<file path="src/rtl/mem_arbiter_if.sv">
// Bundle of the cache-side request/response channels and the memory port.
// Combinational only; the bundle carries wires, it adds no latency.
// Handshakes are valid/ready; read responses have no back-pressure.
interface mem_arbiter_if #(
  parameter int ADDR_W = 28,
  parameter int DATA_W = 128
);
  logic              ic_req_valid;
  logic              ic_req_ready;
  logic [ADDR_W-1:0] ic_req_addr;
  logic              ic_resp_valid;
  logic [DATA_W-1:0] ic_resp_data;
  logic              dc_req_valid;
  logic              dc_req_ready;
  logic              dc_req_rw;
  logic [ADDR_W-1:0] dc_req_addr;
  logic              dc_wdata_valid;
  logic              dc_wdata_ready;
  logic [DATA_W-1:0] dc_wdata;
  logic              dc_resp_valid;
  logic [DATA_W-1:0] dc_resp_data;
  logic              mem_req_valid;
  logic              mem_req_ready;
  logic              mem_req_rw;
  logic [ADDR_W-1:0] mem_req_addr;
  logic              mem_wdata_valid;
  logic              mem_wdata_ready;
  logic [DATA_W-1:0] mem_wdata;
  logic              mem_resp_valid;
  logic [DATA_W-1:0] mem_resp_data;
  logic              busy;

  // Arbiter side: serves the caches and drives the memory request channel.
  modport slave (
    input  ic_req_valid, ic_req_addr,
    output ic_req_ready, ic_resp_valid, ic_resp_data,
    input  dc_req_valid, dc_req_rw, dc_req_addr, dc_wdata_valid, dc_wdata,
    output dc_req_ready, dc_wdata_ready, dc_resp_valid, dc_resp_data,
    output mem_req_valid, mem_req_rw, mem_req_addr, mem_wdata_valid, mem_wdata,
    input  mem_req_ready, mem_wdata_ready, mem_resp_valid, mem_resp_data,
    output busy
  );

  // Environment side: the two cache miss engines plus the memory model.
  modport master (
    output ic_req_valid, ic_req_addr,
    input  ic_req_ready, ic_resp_valid, ic_resp_data,
    output dc_req_valid, dc_req_rw, dc_req_addr, dc_wdata_valid, dc_wdata,
    input  dc_req_ready, dc_wdata_ready, dc_resp_valid, dc_resp_data,
    input  mem_req_valid, mem_req_rw, mem_req_addr, mem_wdata_valid, mem_wdata,
    output mem_req_ready, mem_wdata_ready, mem_resp_valid, mem_resp_data,
    input  busy
  );
endinterface

</file>
<file path="src/rtl/mem_arbiter.sv">
// Shares one memory port between icache and dcache line transactions (macro ARB_ROUND_ROBIN_EN selects round-robin ties).
// Grant in IDLE cycle T, mem request from T+1, IDLE again the cycle after the last beat (BEATS+2 cycles minimum).
// Memory stalls via mem_req_ready/mem_wdata_ready; dcache write data stalls via dc_wdata_valid; responses cannot stall.
module mem_arbiter #(
  parameter int ADDR_W = 28,
  parameter int BEATS  = 4
) (
  input logic           clk,
  input logic           reset,
  mem_arbiter_if.slave  bus
);
  localparam int CNT_W = (BEATS > 1) ? $clog2(BEATS) : 1;
  localparam logic [CNT_W-1:0] LAST_BEAT = CNT_W'(BEATS - 1);

  typedef enum logic [1:0] {IDLE, REQ, WDATA, RDATA} state_t;

  state_t            state, state_nxt;
  logic [CNT_W-1:0]  cnt;
  logic              owner;      // 0 = icache, 1 = dcache
  logic              rw_q;
  logic [ADDR_W-1:0] addr_q;
  logic              grant_ic, grant_dc;
  logic              wr_hs;
  logic              tie_dc;     // who wins when both caches request

`ifdef ARB_ROUND_ROBIN_EN
  logic last_grant;              // 0 = icache, 1 = dcache

  // Remember the most recent winner so ties alternate.
  always_ff @(posedge clk) begin
    if (reset)                      last_grant <= 1'b0;
    else if (grant_ic || grant_dc)  last_grant <= grant_dc;
  end

  assign tie_dc = ~last_grant;
`else
  assign tie_dc = 1'b1;
`endif

  // State register.
  always_ff @(posedge clk) begin
    if (reset) state <= IDLE;
    else       state <= state_nxt;
  end

  // Grant selection, next state and per-state handshake steering.
  always_comb begin
    state_nxt              = state;
    grant_ic               = 1'b0;
    grant_dc               = 1'b0;
    wr_hs                  = 1'b0;
    bus.mem_req_valid      = 1'b0;
    bus.mem_wdata_valid    = 1'b0;
    bus.dc_wdata_ready     = 1'b0;
    bus.ic_resp_valid      = 1'b0;
    bus.dc_resp_valid      = 1'b0;
    case (state)
      IDLE: begin
        if (!reset) begin
          grant_dc = bus.dc_req_valid && (!bus.ic_req_valid || tie_dc);
          grant_ic = bus.ic_req_valid && !grant_dc;
          if (grant_ic || grant_dc) state_nxt = REQ;
        end
      end
      REQ: begin
        bus.mem_req_valid = 1'b1;
        if (bus.mem_req_ready) state_nxt = rw_q ? WDATA : RDATA;
      end
      WDATA: begin
        bus.mem_wdata_valid = bus.dc_wdata_valid;
        bus.dc_wdata_ready  = bus.mem_wdata_ready;
        wr_hs               = bus.dc_wdata_valid && bus.mem_wdata_ready;
        if (wr_hs && (cnt == LAST_BEAT)) state_nxt = IDLE;
      end
      RDATA: begin
        bus.ic_resp_valid = bus.mem_resp_valid && !owner;
        bus.dc_resp_valid = bus.mem_resp_valid && owner;
        if (bus.mem_resp_valid && (cnt == LAST_BEAT)) state_nxt = IDLE;
      end
      default: state_nxt = IDLE;
    endcase
  end

  // Latch the granted transaction and count data beats.
  always_ff @(posedge clk) begin
    if (reset) begin
      owner  <= 1'b0;
      rw_q   <= 1'b0;
      addr_q <= '0;
      cnt    <= '0;
    end else begin
      if (grant_ic || grant_dc) begin
        owner  <= grant_dc;
        addr_q <= grant_dc ? bus.dc_req_addr : bus.ic_req_addr;
        rw_q   <= grant_dc && bus.dc_req_rw;   // icache only ever reads
      end
      if (state == REQ)
        cnt <= '0;
      else if (wr_hs || (state == RDATA && bus.mem_resp_valid))
        cnt <= cnt + 1'b1;
    end
  end

  assign bus.ic_req_ready = grant_ic;
  assign bus.dc_req_ready = grant_dc;
  assign bus.mem_req_addr = addr_q;
  assign bus.mem_req_rw   = rw_q;
  assign bus.mem_wdata    = bus.dc_wdata;
  assign bus.ic_resp_data = bus.mem_resp_data;
  assign bus.dc_resp_data = bus.mem_resp_data;
  assign bus.busy         = (state != IDLE);
endmodule
</file>
<file path="src/flat_wrapper.sv">
// flat-port wrapper written by rule: the top's interface ports become plain ports
module mem_arbiter_flat 
#(
  parameter int ADDR_W = 28,
  parameter int BEATS  = 4
)
  (clk, reset, bus_ic_req_valid, bus_ic_req_addr, bus_ic_req_ready, bus_ic_resp_valid, bus_ic_resp_data, bus_dc_req_valid, bus_dc_req_rw, bus_dc_req_addr, bus_dc_wdata_valid, bus_dc_wdata, bus_dc_req_ready, bus_dc_wdata_ready, bus_dc_resp_valid, bus_dc_resp_data, bus_mem_req_valid, bus_mem_req_rw, bus_mem_req_addr, bus_mem_wdata_valid, bus_mem_wdata, bus_mem_req_ready, bus_mem_wdata_ready, bus_mem_resp_valid, bus_mem_resp_data, bus_busy);
  mem_arbiter_if #(.ADDR_W(ADDR_W)) bus_i ();
  input logic clk;
  input logic reset;
  input wire logic [$bits(bus_i.ic_req_valid)-1:0] bus_ic_req_valid;
  input wire logic [$bits(bus_i.ic_req_addr)-1:0] bus_ic_req_addr;
  output wire logic [$bits(bus_i.ic_req_ready)-1:0] bus_ic_req_ready;
  output wire logic [$bits(bus_i.ic_resp_valid)-1:0] bus_ic_resp_valid;
  output wire logic [$bits(bus_i.ic_resp_data)-1:0] bus_ic_resp_data;
  input wire logic [$bits(bus_i.dc_req_valid)-1:0] bus_dc_req_valid;
  input wire logic [$bits(bus_i.dc_req_rw)-1:0] bus_dc_req_rw;
  input wire logic [$bits(bus_i.dc_req_addr)-1:0] bus_dc_req_addr;
  input wire logic [$bits(bus_i.dc_wdata_valid)-1:0] bus_dc_wdata_valid;
  input wire logic [$bits(bus_i.dc_wdata)-1:0] bus_dc_wdata;
  output wire logic [$bits(bus_i.dc_req_ready)-1:0] bus_dc_req_ready;
  output wire logic [$bits(bus_i.dc_wdata_ready)-1:0] bus_dc_wdata_ready;
  output wire logic [$bits(bus_i.dc_resp_valid)-1:0] bus_dc_resp_valid;
  output wire logic [$bits(bus_i.dc_resp_data)-1:0] bus_dc_resp_data;
  output wire logic [$bits(bus_i.mem_req_valid)-1:0] bus_mem_req_valid;
  output wire logic [$bits(bus_i.mem_req_rw)-1:0] bus_mem_req_rw;
  output wire logic [$bits(bus_i.mem_req_addr)-1:0] bus_mem_req_addr;
  output wire logic [$bits(bus_i.mem_wdata_valid)-1:0] bus_mem_wdata_valid;
  output wire logic [$bits(bus_i.mem_wdata)-1:0] bus_mem_wdata;
  input wire logic [$bits(bus_i.mem_req_ready)-1:0] bus_mem_req_ready;
  input wire logic [$bits(bus_i.mem_wdata_ready)-1:0] bus_mem_wdata_ready;
  input wire logic [$bits(bus_i.mem_resp_valid)-1:0] bus_mem_resp_valid;
  input wire logic [$bits(bus_i.mem_resp_data)-1:0] bus_mem_resp_data;
  output wire logic [$bits(bus_i.busy)-1:0] bus_busy;
  assign bus_i.ic_req_valid = bus_ic_req_valid;
  assign bus_i.ic_req_addr = bus_ic_req_addr;
  assign bus_ic_req_ready = bus_i.ic_req_ready;
  assign bus_ic_resp_valid = bus_i.ic_resp_valid;
  assign bus_ic_resp_data = bus_i.ic_resp_data;
  assign bus_i.dc_req_valid = bus_dc_req_valid;
  assign bus_i.dc_req_rw = bus_dc_req_rw;
  assign bus_i.dc_req_addr = bus_dc_req_addr;
  assign bus_i.dc_wdata_valid = bus_dc_wdata_valid;
  assign bus_i.dc_wdata = bus_dc_wdata;
  assign bus_dc_req_ready = bus_i.dc_req_ready;
  assign bus_dc_wdata_ready = bus_i.dc_wdata_ready;
  assign bus_dc_resp_valid = bus_i.dc_resp_valid;
  assign bus_dc_resp_data = bus_i.dc_resp_data;
  assign bus_mem_req_valid = bus_i.mem_req_valid;
  assign bus_mem_req_rw = bus_i.mem_req_rw;
  assign bus_mem_req_addr = bus_i.mem_req_addr;
  assign bus_mem_wdata_valid = bus_i.mem_wdata_valid;
  assign bus_mem_wdata = bus_i.mem_wdata;
  assign bus_i.mem_req_ready = bus_mem_req_ready;
  assign bus_i.mem_wdata_ready = bus_mem_wdata_ready;
  assign bus_i.mem_resp_valid = bus_mem_resp_valid;
  assign bus_i.mem_resp_data = bus_mem_resp_data;
  assign bus_busy = bus_i.busy;
  mem_arbiter #(.ADDR_W(ADDR_W), .BEATS(BEATS)) u_core (.clk(clk), .reset(reset), .bus(bus_i));
endmodule
</file>
<file path="config.mk">
export PLATFORM = sky130hd
export DESIGN_NAME = mem_arbiter_flat
export DESIGN_NICKNAME = d
export VERILOG_FILES = /design/src/rtl/mem_arbiter_if.sv /design/src/rtl/mem_arbiter.sv /design/src/flat_wrapper.sv
export SDC_FILE = /design/constraint.sdc
export NUM_CORES = 1
export LEC_CHECK = 0
export CAP_MARGIN = 30
export CORE_AREA = 2 2 287 289
export CTS_CLUSTER_DIAMETER = 100
export DETAILED_ROUTE_END_ITERATION = 8
export DIE_AREA = 0 0 289 291
export HOLD_SLACK_MARGIN = 0.1
export PLACE_DENSITY_LB_ADDON = 0.1
export SYNTH_ARGS = -nofsm -noshare
export SYNTH_HDL_FRONTEND = slang
export SYNTH_SLANG_ARGS = --single-unit
</file>
<file path="constraint.sdc">
create_clock -name clk -period 2.3 [get_ports clk]
set_clock_uncertainty 0.1 [all_clocks]
set_input_delay 0.69 -clock clk [delete_from_list [all_inputs] [get_ports clk]]
set_output_delay 0.69 -clock clk [all_outputs]
set_load 0.1 [all_outputs]
</file>
### Word level (Yosys, flattened, before mapping)

Cells that the tools add are included.

| word-level totals | value |
|---|---|
| output and inout bits | 421 |
| bits in registers | 34 |

| cells by class | value |
|---|---|
| eq/ne operators | 8 |
| reductions and logical operators | 17 |
| multiplexer cells | 17 |
| add/subtract/negate cells | 1 |

Operators with widths:

| operator | number |
|---|---|
| two-way mux 28 bit | 1 |
| two-way mux 1 bit | 11 |
| logical AND 1 bit | 8 |
| two-way mux 2 bit | 4 |
| one-hot mux 2 bit (4 select lines) | 1 |
| == test 2 bit, second input constant | 3 |
| != test 2 x 1 -> 1 bit, second input constant | 3 |
| AND reduction 4 bit | 1 |
| logical OR 1 bit | 3 |
| adder 2 x 1 -> 2 bit, second input constant | 1 |
| == test 2 x 1 -> 1 bit, second input constant | 1 |
| logical NOT 1 bit | 2 |
| logical NOT 2 bit | 1 |
| != test 2 bit, second input constant | 1 |
| nonzero test 2 bit | 1 |
| OR reduction 2 bit | 1 |

### Longest topological paths before layout

Gate-level depths: netlist of run 1.

| logic depth | value |
|---|---|
| depth in word-level cells | 5 |
| gate-level depth with buffers | 6 |
| mapped depth without buffers | 4 |

### Worst setup path after synthesis of run 1

No wires, ideal clock.

| timing | value |
|---|---|
| path type | flip-flop to output port |
| start point | register u_core.state[0] |
| end point | output port bus_ic_req_ready |
| path slack | -2.566 ns |
| arrival | 4.076 ns |
| cell stages (with the launch flop) | 5 |
| required time | 1.510 ns |
| path through | dfxtp_1 > clkbuf_1 > nor2_1 > inv_1 > nor4_1 |

| between the ends | value |
|---|---|
| word-level cells in the longest chain between the ends | 2 |

RTL lines:

| element | RTL line | source |
|---|---|---|
| from (decl) | mem_arbiter.sv:17 | `state_t state, state_nxt;` |
| from (signal assigned) | mem_arbiter.sv:43 | `else state <= state_nxt;` |
| logical NOT 2 bit | mem_arbiter.sv:57 | `case (state)` |
| two-way mux 1 bit | mem_arbiter.sv:57 |  |
| to (decl) | flat_wrapper.sv:13 | `output wire logic [$bits(bus_i.ic_req_ready)-1:0] bus_ic_req_ready;` |

Every way passes these cells.

### Worst setup path after layout of run 1

| timing | value |
|---|---|
| start point | input port reset |
| end point | output port bus_dc_req_ready |

| between the ends | value |
|---|---|
| word-level cells in the longest chain between the ends | 2 |

RTL lines:

| element | RTL line | source |
|---|---|---|
| from (decl) | flat_wrapper.sv:10 | `input logic reset;` |
| two-way mux 1 bit | mem_arbiter.sv:59 | `if (!reset) begin` |
| two-way mux 1 bit | mem_arbiter.sv:57 |  |
| to (decl) | flat_wrapper.sv:21 | `output wire logic [$bits(bus_i.dc_req_ready)-1:0] bus_dc_req_ready;` |

Every way passes these cells.

==> impl_metrics.py, run 1 <==
metrics = {
    "outcome": {
        "status": "finished with violations",
        "violations": "negative setup slack",
    },
    "logic_synthesis": {
        "synth.distinct_cells": 33,
        "synth_edf_count": 0,
        "synth.top_cell.area_share_pct": 61.1,
        "yosys_register_bits": 34,
        "ys_seq_area_share_pct": 14.4,
        "synth_area_leader_cell": "buf_4",
        "syn_area_per_cell_sq_um": 7.93,
        "ys.flop_type": "dfxtp_1",
        "async_reset_ff_share_pct": 0,
        "netlist_instances": 597,
        "yosys-top-cells-area": "buf_4, dfxtp_1, a311oi_2, nand2_1, a21oi_1",
        "syn_area_sq_um": 4730,
        "synthesis.nets": 919,
        "ys_warn_count": 0,
    },
    "critical_path": {
        "cp_data_arrival_time_ps": 1580,
        "critPathRequiredTime_ps": 1510,
        "worstSetupPathType": "in2out",
        "path_max_fanout": 2,
        "cp-end-kind": "output pin",
        "cp-start-kind": "input port",
    },
    "sta": {
        "fin_crit_sh_pct": 103,
        "finalHoldViolations": 0,
        "worstMarginPinSlew_ps": 450,
        "setup-violations-final": 1,
        "finalWorstSetupSlack_ps": -70.9,
        "slew-limit-headroom_pct": 70.0,
        "max_freq_mhz": 422,
        "fin_crit_ps": 2370,
        "rsz0062_at_grt": "true",
        "finalMaxSlewViolations": 0,
    },
    "layout": {
        "final_cells": 1403,
        "nFillCells": 9626,
        "final_common_cell": "nand2_1",
        "drive_gt1_share_pct": 36.4,
        "seqCellArea_sq_um": 682,
        "nets": 652,
        "multi_input_area_sq_um": 1080,
        "syn_to_final_growth_pct": 4.68,
        "final_cell_mix": "nand2_1, clkdlybuf4s50_1, buf_12, dfxtp_1, a21oi_1",
    },
    "clock_tree": {
        "cts.sinks": 34,
        "cts-root-buf": "clkbuf_16",
        "clk_pin_slew_ps": 70,
        "cts_hold_buf": 0,
        "clock_latency_ps": 310,
        "cts_tree": "built",
        "clockBufferDepth": 2,
        "cts_buffers": 5,
        "htreeDepth": 2,
    },
    "place": {
        "dp_hpwl_um": 17200,
        "gp_congestion": 0.591,
        "numPortBuffers": 101,
        "dp.cells": 1392,
    },
    "routing": {
        "drt-total-wl_um": 21600,
        "num_vias": 2623,
        "wl_per_cell_um": 15.4,
        "avgViaCountPerCell": 1.87,
        "ant_nets": 0,
        "first_iter_violations": 55,
        "firstDrtPassIters": 4,
        "drc": 0,
    },
    "floorplan": {
        "start_util_pct": 5.83,
        "core_sq_um": 81200,
        "die-area_sq_um": 84100,
        "dieWidth_um": 289,
        "rows": 105,
        "io_pins": 742,
        "die_h_um": 291,
    },
    "global_route": {
        "grt_antenna_before_repair": 3,
        "track_usage_pct": 4.99,
        "overflow": 0,
        "grt_pass1_wl_um": 27700,
        "grt_pass1_vias": 3031,
        "grt_start_max_net_pins": 20,
    },
    "min_path": {
        "hold_path.class": "reg2reg",
    },
    "run": {
        "max_cap_viol_count": 0,
    },
    "power_and_ir_drop": {
        "peakVddDrop_uv": 224,
        "power.total_mw": 2.71,
        "leakagePower_nw": 1.42,
        "power_density_nw_per_um2": 547,
    },
}
[path summary, 6_finish.rpt]
check | start | to | cells past startpoint | slack (ps)
max reg2reg | u_core.state[1] | u_core.bus.mem_req_addr[12] | 7 | 300
max | reset | bus_dc_req_ready | 4 | -70
min | u_core.cnt[1] | u_core.cnt[1] | 2 | 400
min reg2reg | u_core.cnt[1] | u_core.cnt[1] | 2 | 400
[state kept, by name (all words and copies together) (netlist names)]
register / cells
u_core.state: 2
u_core.bus.mem_req_addr: 28
u_core.owner: 1
u_core.bus.mem_req_rw: 1
u_core.cnt: 2
[what timing repair did]
item | in CTS | in global routing
endpoints found under the setup margin | 35 | 3
buffers inserted | 1 | 0
pin swaps | 2 | 0
gates resized for setup | 19 | 3
[through the flow]
| stage | util [%] | instance area [sq um] | setup WS, ps | setup TNS (ps) | hold slack [ps] |
|---|---|---|---|---|---|
| 5_1_grt | 6.09 | 4950 | -103 | -103 | 446 |
| 6_report | 6.10 | 4950 | -70.9 | -70.9 | 398 |
| 2_1_floorplan | - | 4770 | -744 | -830 | 363 |
| 3_3_place_gp | 5.87 | 4760 | -674 | -17860 | 395 |
| 4_1_cts | 6.10 | 4950 | -95.1 | -95.1 | 401 |
| 3_5_place_dp | 5.87 | 4760 | -672 | -17810 | 391 |
[Yosys cell counts (2+ instances only)]
library cell / n
inv_1: 3
and2_1: 2
a311oi_2: 28
and3b_1: 3
buf_2: 8
a21oi_1: 32
o21ai_0: 2
nor3b_1: 2
nor3_1: 2
nand4_1: 2
clkbuf_1: 8
dfxtp_1: 34
buf_1: 2
nand2_1: 63
buf_6: 3
nand3_1: 2
buf_4: 385
[worst max-delay path: stages]
cell and delay [ps]:
buf_6 90, or4b_4 520, clkinv_4 100, buf_12 170
[where the power goes]
group          leakage [nW]  switching [mW]  internal (mW)  total [mW]
clock network        0.0830           0.404          0.540       0.944
registers             0.280          0.0583          0.638       0.696
logic                  1.06           0.653          0.419        1.07
total                  1.42            1.11           1.60        2.71
[logic make-up (layout without fill, tap and decap cells)]
group / Yosys count / in the layout / share of synthesized area, %
AOI/OAI and AO/OA: 69 / 69 / 13.7
buffers and inverters: 410 / 143 / 63.8
DFF: 34 / 34 / 14.4
adders and majority gates: 1 / 1 / 0.264
and+or+nand+nor: 83 / 83 / 7.88
other: 0 / 3 / 0
[routing by layer]
metal | track usage, % | up-vias | share of wire [%]
li1 | - | 1018 | -
met1 | 4.94 | 1117 | 35
met2 | 7.21 | 350 | 42
met3 | 3.53 | 136 | 16
met4 | 3.76 | 2 | 7.2
met5 | 0 | - | 0.056
[cell type report]
| cell class | count | area share, % |
|---|---|---|
| well taps | 1070 | 27.0 |
| clock inverters | 1 | 0.606 |
| clock buffers | 6 | 2.80 |
| diodes | 3 | 0.152 |
| flip-flops and latches | 34 | 13.8 |
| inverters | 4 | 0.404 |
| multi-input cells | 153 | 21.8 |
| repair buffers | 132 | 33.5 |
No activity file was read; power rests on OpenSTA's default activity.
==> run 2: changes to the inputs <==
Settings changed: CTS_CLUSTER_SIZE set to 14.
==> results of run 2 <==
No change in the layout: final DEF, timing and power equal those of run 1.
